**src/rtl/cpu_pkg.sv**
```systemverilog
// Shared CPU types for register-file writeback logic: address/data widths,
// the hardwired-zero register index and the writeback request record.
package cpu_pkg;

  localparam int REG_AW = 5;
  localparam int REG_DW = 32;

  localparam logic [REG_AW-1:0] REG_ZERO = 5'd0;

  typedef struct packed {
    logic [REG_AW-1:0] addr;
    logic [REG_DW-1:0] data;
  } wb_req_t;

endpackage

```
**src/rtl/wbq_match.sv**
```systemverilog
// Youngest-match search over the occupied part of the writeback queue.
// Returns the newest pending data for a register; register 0 never hits.
module wbq_match
  import cpu_pkg::*;
#(
  parameter  int DEPTH = 4,
  localparam int PW    = $clog2(DEPTH)
) (
  input  wb_req_t [DEPTH-1:0] entries,
  input  logic [PW-1:0]       head,
  input  logic [PW:0]         count,
  input  logic [REG_AW-1:0]   lk_addr,
  output logic                hit,
  output logic [REG_DW-1:0]   data
);

  logic [DEPTH-1:0]             match_by_age;
  logic [DEPTH-1:0][REG_DW-1:0] data_by_age;

  // Re-index storage by age: offset 0 is the head (oldest), offset count-1 the tail side.
  for (genvar gi = 0; gi < DEPTH; gi++) begin : g_age
    logic [PW-1:0] idx;

    assign idx               = head + PW'(gi);
    assign match_by_age[gi]  = (count > (PW+1)'(gi)) && (entries[idx].addr == lk_addr);
    assign data_by_age[gi]   = entries[idx].data;
  end

  // Later (younger) matches override earlier ones.
  always_comb begin
    hit  = 1'b0;
    data = '0;
    if (lk_addr != REG_ZERO) begin
      for (int i = 0; i < DEPTH; i++) begin
        if (match_by_age[i]) begin
          hit  = 1'b1;
          data = data_by_age[i];
        end
      end
    end
  end

endmodule

```
**src/rtl/rf_wb_queue.sv**
```systemverilog
// Writeback queue feeding the register file's single write port, with two
// forwarding lookups. Optional counters are enabled by defining WBQ_STATS_EN.
module rf_wb_queue
  import cpu_pkg::*;
#(
  parameter  int DEPTH = 4,
  parameter  int AW    = REG_AW,
  parameter  int DW    = REG_DW,
  localparam int PW    = $clog2(DEPTH)
) (
  input  logic          clk,
  input  logic          reset,
  input  logic          in_valid,
  output logic          in_ready,
  input  logic [AW-1:0] in_addr,
  input  logic [DW-1:0] in_data,
  input  logic          drain_en,
  output logic          rf_wr,
  output logic [AW-1:0] rf_addr,
  output logic [DW-1:0] rf_data,
  input  logic [AW-1:0] lk1_addr,
  output logic          lk1_hit,
  output logic [DW-1:0] lk1_data,
  input  logic [AW-1:0] lk2_addr,
  output logic          lk2_hit,
  output logic [DW-1:0] lk2_data,
  output logic          empty
`ifdef WBQ_STATS_EN
  ,
  output logic [31:0]   stat_pushes,
  output logic [15:0]   stat_zero_drops,
  output logic [PW:0]   stat_hiwater
`endif
);

  // AW/DW must equal the cpu_pkg widths, since entries are stored as wb_req_t.
  wb_req_t [DEPTH-1:0] mem_reg;
  logic [PW-1:0]       head_reg;
  logic [PW-1:0]       tail_reg;
  logic [PW:0]         count_reg;
  logic [PW:0]         count_next;

  logic push;
  logic enq;
  logic pop;

  assign empty    = (count_reg == '0);
  assign in_ready = (count_reg != (PW+1)'(DEPTH));

  assign push = in_valid && in_ready;
  // Writes to register 0 are acknowledged but dropped so $0 stays zero.
  assign enq  = push && (in_addr != REG_ZERO);

  assign rf_wr   = !empty && drain_en;
  assign pop     = rf_wr;
  assign rf_addr = empty ? '0 : mem_reg[head_reg].addr;
  assign rf_data = empty ? '0 : mem_reg[head_reg].data;

  always_comb begin
    count_next = count_reg;
    case ({enq, pop})
      2'b10:   count_next = count_reg + (PW+1)'(1);
      2'b01:   count_next = count_reg - (PW+1)'(1);
      default: count_next = count_reg;
    endcase
  end

  always_ff @(posedge clk or negedge reset) begin
    if (!reset) begin
      mem_reg   <= '0;
      head_reg  <= '0;
      tail_reg  <= '0;
      count_reg <= '0;
    end else begin
      count_reg <= count_next;
      if (pop) begin
        head_reg <= head_reg + PW'(1);
      end
      if (enq) begin
        mem_reg[tail_reg] <= wb_req_t'{addr: in_addr, data: in_data};
        tail_reg          <= tail_reg + PW'(1);
      end
    end
  end

  wbq_match #(.DEPTH(DEPTH)) u_match_lk1 (
    .entries (mem_reg),
    .head    (head_reg),
    .count   (count_reg),
    .lk_addr (lk1_addr),
    .hit     (lk1_hit),
    .data    (lk1_data)
  );

  wbq_match #(.DEPTH(DEPTH)) u_match_lk2 (
    .entries (mem_reg),
    .head    (head_reg),
    .count   (count_reg),
    .lk_addr (lk2_addr),
    .hit     (lk2_hit),
    .data    (lk2_data)
  );

`ifdef WBQ_STATS_EN
  // Counters saturate instead of wrapping so long runs stay meaningful.
  always_ff @(posedge clk or negedge reset) begin
    if (!reset) begin
      stat_pushes     <= '0;
      stat_zero_drops <= '0;
      stat_hiwater    <= '0;
    end else begin
      if (enq && (stat_pushes != '1)) begin
        stat_pushes <= stat_pushes + 32'd1;
      end
      if (push && (in_addr == REG_ZERO) && (stat_zero_drops != '1)) begin
        stat_zero_drops <= stat_zero_drops + 16'd1;
      end
      if (count_next > stat_hiwater) begin
        stat_hiwater <= count_next;
      end
    end
  end
`endif

endmodule

```
**config.mk**
```make
export PLATFORM = sky130hd
export DESIGN_NAME = rf_wb_queue
export DESIGN_NICKNAME = d
export VERILOG_FILES = /design/src/rtl/cpu_pkg.sv /design/src/rtl/wbq_match.sv /design/src/rtl/rf_wb_queue.sv
export SDC_FILE = /design/constraint.sdc
export NUM_CORES = 1
export LEC_CHECK = 0
export BUFFER_PORTS_ARGS = -buffer_cell sky130_fd_sc_hd__buf_2
export CORE_MARGIN = 5
export CORE_UTILIZATION = 30
export CTS_BUF_LIST = sky130_fd_sc_hd__clkbuf_4
export DETAILED_ROUTE_END_ITERATION = 6
export PLACE_DENSITY_LB_ADDON = 0.08
export SETUP_SLACK_MARGIN = 0.5
export SYNTH_ARGS = -nofsm -noshare
export SYNTH_HDL_FRONTEND = slang
export SYNTH_HIERARCHICAL = 1
export SYNTH_SLANG_ARGS = --single-unit
```
**constraint.sdc**
```tcl
create_clock -name clk -period 3.4 [get_ports clk]
set_input_delay 0.68 -clock clk [delete_from_list [all_inputs] [get_ports clk]]
set_output_delay 0.68 -clock clk [all_outputs]
set_load 0.05 [all_outputs]
```
==> summary.txt <==
Place
  • Post-DP HPWL: 38800 um
  • Buffers on Ports: 156
  • Placement Cell Area: 19800 um^2
  • Final RePlAce weighted congestion: 0.760

Clock tree
  • Max clock buf depth: 2
  • CTS tree: yes
  • CTS Root Cell: clkbuf_4
  • CTS sink count: 155
  • H-Tree Level Count: 4
  • Clock-pin slew on the worst setup and hold paths: 0.16 ns
  • Clock latency on the worst-skew pair: 0.75 ns
  • CTS Buf Count: 17

Cells and area
  • Reg area: 3890 um^2
  • Largest register FFs: 148
  • Area growth from synthesis to layout: 34.9%
  • Area of the multi-input gates: 13100 um^2
  • Total Nets Final: 1917
  • Layout filler cell count: 5245
  • Layout cells sized above 1: 47.6%
  • Fin area: 22300 um^2

Logic synthesis
  • Async SR Flop Fraction: 100%
  • Net Count, Synth: 1711
  • Synth area leaders: dfrtp_1 (23%), mux2_2 (18%), mux4_2 (11%)
  • Register bit total from synthesis: 155
  • Ys flop type: dfrtp_1
  • Top cell type's share of synthesized area: 23.5%
  • Synth warn: 6
  • Post-synth top area cell: dfrtp_1
  • EDFF count, synth: 0
  • Syn_area_per_cell: 9.98 um^2
  • Cells after Synth: 1654
  • Post-synthesis sequential area ratio: 23.5%
  • Synth unique cells: 39
  • Mapped cell area: 16500 um^2

Timing
  • RSZ-0062 raised after global routing: true
  • Max-slew violations: 0
  • Post-route setup TNS: -68.87 ns
  • Min Tclk post-route: 4.53 ns
  • Hold Slack: 0.186 ns
  • Hold Vio Cnt, Final: 0
  • Least-Margin Pin Slew: 0.600 ns
  • Final Cycle Share: 133%
  • Max-Slew Margin vs Limit: 59.9%
  • Fmax achieved: 0.221 GHz
  • Setup violations, final: 82
  • Worst setup slack after layout: -1.13 ns
  • Clk_skew: 0.0233 ns

Global routing
  • Total Routing Usage GR: 19.2%
  • Initial antenna violation count: 5
  • First-pass GRT wire length: 88700 um
  • Met3 usage: 3.64%
  • Largest net degree at the start of global routing: 202
  • Vias in the first global route: 14027
  • Top Usage Layer GRT: met2
  • Met2 Usage GRT: 31.2%
  • Met1 Use GR: 26.6%
  • GRT overflow: 0

Detailed routing
  • Remaining antenna violation count: 0
  • First DRT Iteration DRCs: 1212
  • Vias: 15016
  • Vias/cell: 5.83
  • WL per Instance: 26.2 um
  • Routed WL: 67600 um
  • Drt drc: 0
  • Drt first pass iters: 5

Floorplanning
  • Std cell rows: 86
  • Die height: 245 um
  • Core area: 54800 um^2
  • Initial core utilization: 30.1%
  • Die width: 245 um
  • Die Footprint: 59800 um^2
  • Io pins: 157

Worst setup path
  • CP peak stage delay: 0.51 ns
  • CP Cell Sequence: buf_12 > mux4_2 > xor2_1 > nor4_2 > buf_4 > o311ai_4 > buf_12 > o311a_4 > o32ai_4 > buf_6
  • Worst path slowest cell: mux4_2
  • Crit path DAT: 3.85 ns
  • Crit-path max FO: 15
  • Crit start category: register
  • Delay-heaviest family, CP: compound AO/OA/AOI/OAI gates
  • Most used cell, CP: buf_12
  • Buf/Inv on CP: 4
  • Worst EP required: 2.72 ns
  • Setup CP Type: register to output port
  • Worst setup EP type: output port

Min path
  • Worst Hold Class: input port to register

Outcome
  • Failing checks: negative setup slack
  • Outcome: finished with violations

Run
  • Max cap viols: 0
## cell usage in the layout, fill, tap and decap left out, types with 20 or more instances in the layout
| cell | n |
|---|---|
| mux2_2 | 269 |
| nor2_1 | 245 |
| a21oi_1 | 186 |
| dfrtp_1 | 153 |
| mux2i_1 | 121 |
| buf_6 | 117 |
| buf_4 | 116 |
| mux4_2 | 86 |
| nand2_1 | 64 |
| o32ai_4 | 62 |
| buf_2 | 57 |
| o2111ai_1 | 52 |
| o311a_1 | 44 |
| buf_12 | 41 |
| nor2b_1 | 32 |
| xor2_1 | 23 |
| clkbuf_4 | 20 |
| o311a_4 | 20 |
## stage by stage
stage,setup slack (ns),cells,utilization (%)
CTS,-1.25,2523,38.1
global placement,-0.476,2482,36.2
finish,-1.13,2577,40.7
global route,-1.25,2577,40.7
floorplan,-0.231,1654,-
detailed placement,-0.450,2482,36.2
## synth_stat cells (2+ instances only)
cell type and count:
mux2_2 269, nor2_1 257, a21oi_1 188, dfrtp_1 155
mux2i_1 121, clkbuf_1 93, mux4_2 79, nand2_1 66
o311a_1 64, o2111ai_1 56, o32ai_2 56, buf_2 43
nor2b_1 38, xor2_1 35, buf_1 22, buf_6 20
mux4_1 14, inv_1 13, xnor2_1 11, nand3_1 10
o32ai_1 6, ha_1 5, a211oi_2 4, nor4_2 4
nor3_1 3, and2_1 2, and4b_1 2, nand2b_1 2
nand4_1 2, nor4_1 2, o211ai_1 2, o22ai_1 2
o311ai_2 2
## layout make-up
class                   instances  area share (%)
multi-input cells            1307            58.7
repair buffers                365            18.4
flip-flops and latches        155            17.4
well taps                     704            3.95
clock buffers                  20           0.674
clock inverters                11           0.573
inverters                      14           0.236
diodes                          1          0.0112
## worst paths after layout
| kind | start | to | slack, ns | cells past startpoint |
|---|---|---|---|---|
| min in group asynchronous | reset | mem_reg[93]$_DFFE_PN0P_ | 0.41 | 2 |
| hold reg to reg | tail_reg[0]$_DFFE_PN0P_ | tail_reg[0]$_DFFE_PN0P_ | 0.56 | 1 |
| setup / recovery | head_reg[0]$_DFFE_PN0P_ | lk2_data[15] | -1.13 | 10 |
| setup reg to reg | count_reg[2]$_DFFE_PN0P_ | count_reg[2]$_DFFE_PN0P_ | 0.75 | 9 |
| max in group asynchronous | reset | mem_reg[3]$_DFFE_PN0P_ | 2.24 | 3 |
| hold / removal | in_data[18] | mem_reg[92]$_DFFE_PN0P_ | 0.19 | 2 |
## metal layers
metal | vias up | part of all wire, %
li1 | 6755 | -
met1 | 7841 | 46
met2 | 360 | 48
met3 | 54 | 4.1
met4 | 6 | 1.3
met5 | - | 0.062
## cell families (layout without fill, tap and decap cells)
kind of cell    count (synthesis)  in the layout  share of synthesized area, %
flops                         155            155                          23.5
mux                           483            483                          38.7
fa+ha+maj                       6              6                         0.500
buf+inv                       192            410                          5.60
compound gates                381            381                          19.1
xor+xnor                       46             46                          2.44
other cells                     0              1                             0
simple gates                  391            391                          10.2
## repair_timing
action	4_1_cts	5_1_grt
resized for setup	193	167
endpoints found under the hold margin	42	0
hold buffers	1	0
pin swaps	2	10
gates cloned	2	29
setup buffers	7	24
endpoints found under the setup margin	106	106
Power is not shown: default switching activity piles up to over one toggle a cycle in this logic, so the estimate is an artifact.
